$ cat src/rtl/spi_flash_selftest.sv
// spi_flash_selftest: SPI NOR bring-up test (RDID, WREN, PP, POLL, READ); C/S/DQio drive the flash, LED[0]=done, LED[1]=pass
module spi_flash_selftest #(
  parameter int          SCK_DIV = 4,
  parameter int          NBYTES  = 16,
  parameter logic [23:0] ADDR    = 24'h000000,
  parameter logic [23:0] EXP_ID  = 24'h20BA18
) (
  input  logic       CLK_100M,
  input  logic       RESET,
  output logic       C,
  output logic       S,
  inout  wire  [3:0] DQio,
  output logic [1:0] LED
);
  typedef enum logic [2:0] {IDLE, RDID, WREN, PP, POLL, READ, DONE, FAIL} st_t;
  typedef enum logic [1:0] {GAP, XFER, TAIL} sub_t;
  st_t        st_q, nxt;
  sub_t       sub_q;
  logic       busy_q, c_q, done_q, s_q, pend_q, err_q;
  logic [7:0] cnt_q, sh_q, rx_q, dly_q;
  logic [2:0] bit_q;
  logic [8:0] idx_q;
  logic [1:0] led_q;
  logic       start, last, bad;
  logic [7:0] tx, cmd, ab, idb, pi, pat;
  assign C       = c_q;
  assign S       = s_q;
  assign LED     = led_q;
  assign DQio[0] = sh_q[7];
  assign DQio[1] = 1'bz;
  assign DQio[2] = 1'b1;
  assign DQio[3] = 1'b1;
  assign start = sub_q == XFER && !pend_q && !busy_q;
  assign pi    = idx_q[7:0] - 8'd4;
  assign pat   = pi * 8'h11 + 8'h5A;
  assign cmd   = st_q == RDID ? 8'h9F : st_q == WREN ? 8'h06 : st_q == PP ? 8'h02 : st_q == POLL ? 8'h05 : 8'h03;
  assign ab    = idx_q[1:0] == 2'd1 ? ADDR[23:16] : idx_q[1:0] == 2'd2 ? ADDR[15:8] : ADDR[7:0];
  assign idb   = idx_q[1:0] == 2'd1 ? EXP_ID[23:16] : idx_q[1:0] == 2'd2 ? EXP_ID[15:8] : EXP_ID[7:0];
  assign tx    = idx_q == 9'd0 ? cmd
               : (st_q == PP || st_q == READ) && idx_q < 9'd4 ? ab
               : st_q == PP ? pat : 8'h00;
  assign last  = st_q == RDID ? idx_q == 9'd3
               : st_q == WREN ? 1'b1
               : st_q == POLL ? idx_q != 9'd0 && !rx_q[0]
               : idx_q == 9'(NBYTES + 3);
  assign nxt   = st_q == RDID ? (err_q ? FAIL : WREN)
               : st_q == WREN ? PP
               : st_q == PP ? POLL
               : st_q == POLL ? READ : DONE;
  assign bad   = (st_q == RDID && idx_q != 9'd0 && rx_q != idb) ||
                 (st_q == READ && idx_q >= 9'd4 && rx_q != pat);
  always_ff @(posedge CLK_100M)
    if (RESET) begin
      busy_q <= 1'b0;
      c_q    <= 1'b0;
      done_q <= 1'b0;
      cnt_q  <= '0;
      sh_q   <= '0;
      rx_q   <= '0;
      bit_q  <= '0;
    end else begin
      done_q <= 1'b0;
      if (!busy_q) begin
        if (start) begin
          busy_q <= 1'b1;
          sh_q   <= tx;
          cnt_q  <= '0;
          bit_q  <= '0;
        end
      end else begin
        cnt_q <= cnt_q == 8'(SCK_DIV - 1) ? 8'd0 : cnt_q + 8'd1;
        if (cnt_q == 8'(SCK_DIV / 2 - 1)) begin
          c_q  <= 1'b1;
          rx_q <= {rx_q[6:0], DQio[1]};
        end
        if (cnt_q == 8'(SCK_DIV - 1)) begin
          c_q   <= 1'b0;
          sh_q  <= {sh_q[6:0], 1'b0};
          bit_q <= bit_q + 3'd1;
          if (bit_q == 3'd7) begin
            busy_q <= 1'b0;
            done_q <= 1'b1;
          end
        end
      end
    end
  always_ff @(posedge CLK_100M)
    if (RESET) begin
      st_q   <= IDLE;
      sub_q  <= GAP;
      s_q    <= 1'b1;
      led_q  <= 2'b00;
      idx_q  <= '0;
      dly_q  <= '0;
      pend_q <= 1'b0;
      err_q  <= 1'b0;
    end else if (st_q == IDLE) begin
      st_q  <= RDID;
      sub_q <= XFER;
      s_q   <= 1'b0;
      idx_q <= '0;
      err_q <= 1'b0;
    end else if (st_q == DONE || st_q == FAIL) begin
      led_q <= {st_q == DONE && !err_q, 1'b1};
    end else if (sub_q == GAP) begin
      dly_q <= dly_q + 8'd1;
      if (dly_q == 8'(2 * SCK_DIV - 1)) begin
        sub_q <= XFER;
        s_q   <= 1'b0;
        dly_q <= '0;
      end
    end else if (sub_q == XFER) begin
      if (start) pend_q <= 1'b1;
      if (done_q) begin
        pend_q <= 1'b0;
        idx_q  <= st_q == POLL ? 9'd1 : idx_q + 9'd1;
        if (bad) err_q <= 1'b1;
        if (last) sub_q <= TAIL;
      end
    end else begin
      dly_q <= dly_q + 8'd1;
      if (dly_q == 8'(SCK_DIV / 2 - 1)) begin
        s_q   <= 1'b1;
        dly_q <= '0;
        sub_q <= GAP;
        idx_q <= '0;
        st_q  <= nxt;
      end
    end
endmodule

$ cat config.mk
export PLATFORM = sky130hd
export DESIGN_NAME = spi_flash_selftest
export DESIGN_NICKNAME = d
export VERILOG_FILES = /design/src/rtl/spi_flash_selftest.sv
export SDC_FILE = /design/constraint.sdc
export NUM_CORES = 1
export LEC_CHECK = 0
export ABC_AREA = 1
export BUFFER_PORTS_ARGS = -buffer_cell sky130_fd_sc_hd__buf_2
export CELL_PAD_IN_SITES_DETAIL_PLACEMENT = 1
export CELL_PAD_IN_SITES_GLOBAL_PLACEMENT = 1
export CORE_UTILIZATION = 46
export CTS_BUF_LIST = sky130_fd_sc_hd__clkbuf_16
export CTS_CLUSTER_DIAMETER = 80
export DETAILED_ROUTE_END_ITERATION = 10
export HOLD_SLACK_MARGIN = 0.05
export PLACE_DENSITY_LB_ADDON = 0.05
export SLEW_MARGIN = 5
export SYNTH_ARGS = -nofsm -noshare
export SYNTH_HDL_FRONTEND = slang
export SYNTH_SLANG_ARGS = --single-unit
$ cat constraint.sdc
create_clock -name CLK_100M -period 3.5 [get_ports CLK_100M]
set_input_delay 0.525 -clock CLK_100M [delete_from_list [all_inputs] [get_ports CLK_100M]]
set_output_delay 0.525 -clock CLK_100M [all_outputs]
set_load 0.05 [all_outputs]
## After elaboration in Yosys (flattened, before gate mapping)

Index checks and enable logic that the tools add are counted.

| word-level totals | value |
|---|---|
| word-level logic and storage cells | 169 |
| register bits | 57 |
| output and inout bits | 8 |

| cells by class | value |
|---|---|
| muxes and demuxes | 62 |
| $mul | 1 |
| equal/unequal tests | 32 |
| bitwise gates (word level) | 6 |
| $lt $le $gt $ge | 2 |
| reduce and logical (&&, ||, !) cells | 43 |
| add/sub/neg operators | 6 |

Operator list:

| operator | count |
|---|---|
| 2-to-1 mux 8 bit | 16 |
| 2-to-1 mux 9 bit | 4 |
| 2-to-1 mux 3 bit | 9 |
| 2-to-1 mux 1 bit | 25 |
| AND reduction 5 bit | 4 |
| adder 8 x 1 -> 8 bit, second input constant | 2 |
| equality test 8 x 1 -> 1 bit, second input constant | 2 |
| 2-to-1 mux 2 bit | 8 |
| != test 8 bit | 2 |
| AND reduction 4 bit | 4 |
| equality test 3 bit, second input constant | 5 |
| nonzero test 2 bit | 5 |
| adder 9 x 1 -> 9 bit, second input constant | 1 |
| equality test 9 x 2 -> 1 bit, second input constant | 1 |
| equality test 9 x 5 -> 1 bit, second input constant | 1 |
| >= comparator 9 x 3 -> 1 bit, second input constant | 1 |
| logical AND 1 bit | 9 |
| logical NOT 9 bit | 1 |
| < comparator 9 x 3 -> 1 bit, second input constant | 1 |
| != test 3 x 2 -> 1 bit, second input constant | 3 |
| nonzero test 9 bit | 1 |
| adder 8 x 7 -> 8 bit, second input constant | 1 |
| equality test 8 x 2 -> 1 bit, second input constant | 1 |
| equality test 8 x 3 -> 1 bit, second input constant | 1 |
| other kinds (22) | 44 |

## Longest topological paths before layout

| logic depth | value |
|---|---|
| depth after elaboration | 11 |
| mapped depth | 20 |
| mapped depth without buffers | 20 |

## Worst setup path after synthesis

No wires, ideal clock.

| timing path | value |
|---|---|
| path type | flip-flop to flip-flop |
| start | reg idx_q[2] |
| end | reg err_q |
| data required time | 3.384 ns |
| path slack | 0.582 ns |
| cell stages (with the launch flop) | 16 |
| arrival | 2.802 ns |
| path buffers | 0 |
| path through | dfxtp_1 > inv_1 > nand2_1 > xor2_1 > fa_1 > ha_1 > ha_1 > xnor2_1 > xor2_1 > nand3_1 > nor2_1 > nand3_1 > nand2_1 > nand2_1 > nand2_1 > a21oi_1 |

| on the way | value |
|---|---|
| word-level cells in the longest chain between the ends | 7 |
| elaborated cells between the ends (all ways) | 12 |

Ends and longest elaborated chain:

| what | RTL line | RTL |
|---|---|---|
| from (decl) | 22 | `logic [8:0] idx_q;` |
| from (signal assigned) | 116 | `idx_q <= st_q == POLL ? 9'd1 : idx_q + 9'd1;` |
| subtractor 8 x 3 -> 8 bit | 34 | `assign pi = idx_q[7:0] - 8'd4;` |
| multiplier 8 x 5 -> 8 bit | 35 | `assign pat = pi * 8'h11 + 8'h5A;` |
| adder 8 x 7 -> 8 bit | 35 |  |
| != test 8 bit | 51 | `(st_q == READ && idx_q >= 9'd4 && rx_q != pat);` |
| logical AND 1 bit | 51 |  |
| logical OR 1 bit (*) | 50 | `assign bad = (st_q == RDID && idx_q != 9'd0 && rx_q != idb) \|\|` |
| AND reduction 5 bit (no source line) (*) | -- |  |
| to (signal assigned) | 96 | `err_q <= 1'b0;` |
| to (signal assigned) | 102 | `err_q <= 1'b0;` |
| to (signal assigned) | 117 | `if (bad) err_q <= 1'b1;` |
| to (decl) | 19 | `logic busy_q, c_q, done_q, s_q, pend_q, err_q;` |

Mark *: on every way between the ends. The rest lies on a longest branch, timed or not.
A chain may end at the register's enable or synchronous reset.

## Worst setup path after layout

Same ends and word-level chain as after synthesis.

==> metrics.yaml <==
place:
  placedCellCount: 590
  hpwl_um: 6890
  placed_cell_area_um2: 3630
  place_congestion: 0.831
  port_buffers: 5
  pre_cts_slack_ps: 411
layout:
  fillers: 942
  drive_above_1_share_pct: 8.30
  final_area_um2: 3880
  fin_util_pct: 52.9
  fin_nets: 530
  fin_cells: 605
  n_antenna_cell: 0
  area_growth_pct: 9.61
critical_path:
  max_stage_delay_ps: 460
  r2r-start: "idx_q[2]"
  critPathTopFamily: "adder cells"
  reg2regPathDepth: 15
  crit_fanout: 9
  worstPathRequired_ps: 3710
  reg2reg_slack_ps: 390
  cp_cell_sequence: "inv_1, nand2_1, xor2_1, fa_1, ha_1, ha_1, xnor2_1, xor2_1, nand3_1, nor2_1, nand3_1, nand2_1, nand2_1, nand2_1, a21oi_1"
  critPathMostFrequentCell: "nand2_1"
  crit_slowest_cell: "fa_1"
  crit_path_end_kind: "flop"
  critPathLaunchType: "flop"
  reg2reg_to: "err_q"
  criticalPathCategory: "reg -> reg"
  cp.arrival_ps: 3330
  crit_buf_inv: 1
synthesis:
  ys_ff_latch: 57
  muxShareOfSynthArea_pct: 0
  synth.most_common_cell: "nand2_1"
  synth_area_leaders: "dfxtp_1 (32%), ha_1 (8.8%), nand2_1 (8.3%)"
  ys_top_cells_by_count: "nand2_1 (78), nor2_1 (60), dfxtp_1 (57), inv_1 (57), o21ai_0 (43)"
  yosysSeqAreaShare_pct: 32.2
  yosysTopAreaCell: "dfxtp_1"
  synthFlopType: "dfxtp_1"
  synth_top_family_by_area: "simple AND/OR/NAND/NOR gates"
  yosys.area_share.simple_pct: 30.3
  syn_area_um2: 3540
  ys_async_sr_fraction_pct: 0
  synth_cell_types: 42
  postSynthAreaPerCell_um2: 7.12
  synthXorXnorAreaFrac_pct: 3.71
  yosys_warnings: 0
  synth_compound_gate_area_share_pct: 15.3
  synthAdderAreaFrac_pct: 9.40
  synth_edf_count: 0
  syn_inst: 497
  yosysTopAreaCellShare_pct: 32.2
route:
  route.vias.total: 3284
  drc: 0
  first_pass_iters: 4
  drtIter0Drc: 99
  avgViaCountPerCell: 5.43
  routedWlPerCell_um: 15.2
  ant_nets: 0
  routed_wl_um: 9220
clocking:
  tritoncts: "done"
  clockBufferDepth: 2
  clkTransAtPathRegs_ps: 60
  cts_max_level: 3
  clock_latency_ps: 330
  cts_root_buffer: "clkbuf_16"
  cts_hold_buf: 0
  post_cts_buffers: 0
  cts_made_buffers: 9
  cts_sinks: 57
  cts-resized-gates: 0
timing:
  tns_ps: 0
  rsz0062_at_grt: "false"
  maxSlewViolCount: 0
  fin_ws_ps: 387
  finalCritPeriodShare_pct: 89.0
  setup_viol: 0
  holdWs_ps: 443
  max_clock_freq_mhz: 321
  worst_pin_slew_ps: 693
  min_period_ps: 3110
  skew_ps: 8.15
  max_slew_margin_pct: 53.7
  hold_viol_final: 0
floorplan:
  start_util_pct: 48.3
  num_rows: 31
  die_y_um: 89.7
  coreArea_um2: 7330
  die_area_um2: 8050
  die-width_um: 89.7
  ios: 10
global_routing:
  grt_max_degree: 24
  grt_pass1_vias: 3529
  grt_overflow: 0
  grt_usage_pct: 24.9
  antenna_found_initial: 0
  grt_pass1_wl_um: 16200
power:
  peakVddDrop_uv: 288
  p_total_mw: 1.88
  powerDensity_nw_per_um2: 485
  leakage_nw: 1.60
hold_path:
  hold_depth: 2
  hp-start: "DQio[0]"
  hold_class: "in -> reg"
  hold_end: "DQio[0]"
run_status:
  outcome: "complete, no violations"
job:
  maxCapViolCount: 0
==> layout make-up <==
type,instances,area [um^2],share of cell area [%]
clock buffers,9,225,5.80
clock inverters,6,27.5,0.709
inverters,63,239,6.16
multi-input cells,365,2090,53.9
flip-flops and latches,57,1140,29.4
well taps,99,124,3.19
repair buffers,6,32.5,0.838
==> where the power goes <==
part	internal (mW)	switching [mW]
Combinational	0.122	0.252
Sequential	0.694	0.0541
Clock	0.462	0.297
Total	1.28	0.603
==> metal layers <==
| metal | global-route usage (%) | up-vias | part of all wire [%] |
|---|---|---|---|
| met1 | 29.6 | 1563 | 46 |
| met3 | 4.82 | 15 | 2.7 |
| met2 | 44.6 | 44 | 50 |
| li1 | - | 1662 | - |
| met4 | 8.33 | 0 | 1.7 |
| met5 | 0 | - | 0 |
==> worst max path at each step <==
| stage | end | startpoint | cells after the start |
|---|---|---|---|
| 2_1_floorplan | err_q | idx_q[2] | 15 |
| 3_3_place_gp | err_q | idx_q[4] | 15 |
| 3_5_place_dp | err_q | idx_q[2] | 15 |
| 4_1_cts | err_q | idx_q[2] | 15 |
| 5_1_grt | err_q | idx_q[2] | 17 |
| 6_report | err_q | idx_q[2] | 15 |
==> registers in the layout, indices dropped and copies added, names as in the netlist, 2 cells and up <==
| name | flops |
|---|---|
| rx_q | 8 |
| sh_q | 7 |
| cnt_q | 8 |
| sub_q | 2 |
| st_q | 3 |
| idx_q | 9 |
| bit_q | 3 |
| dly_q | 8 |
| LED | 2 |
==> layout by cell type (no fill, tap or decap), drive strengths merged <==
cell      Yosys  routed
a211oi        4       4
a21boi        1       1
a21oi        32      32
a221oi        4       4
a31oi         4       4
and2          2       2
buf           8       6
clkbuf        5       9
clkinv        0       4
clkinvlp      0       1
conb          2       3
dfxtp        57      57
fa            1       1
ha           25      25
inv          63      64
nand2        80      80
nand3        41      41
nand3b        1       1
nand4         8       8
nor2         66      66
nor3         15      15
nor3b         7       7
nor4          2       2
o211ai        3       3
o21a          2       2
o21ai        47      47
o32ai         1       1
or2           1       1
xnor2         7       7
xor2          8       8
==> cells by family (layout without fill, tap and decap cells) <==
kind of cell | Yosys count | in the layout
other | 2 | 3
AOI/OAI and AO/OA | 98 | 98
xor gates and xnor gates | 15 | 15
and+or+nand+nor | 223 | 223
adders and majority gates | 26 | 26
DFF | 57 | 57
buffers and inverters | 76 | 84
No activity file was read; power rests on OpenSTA's default activity.
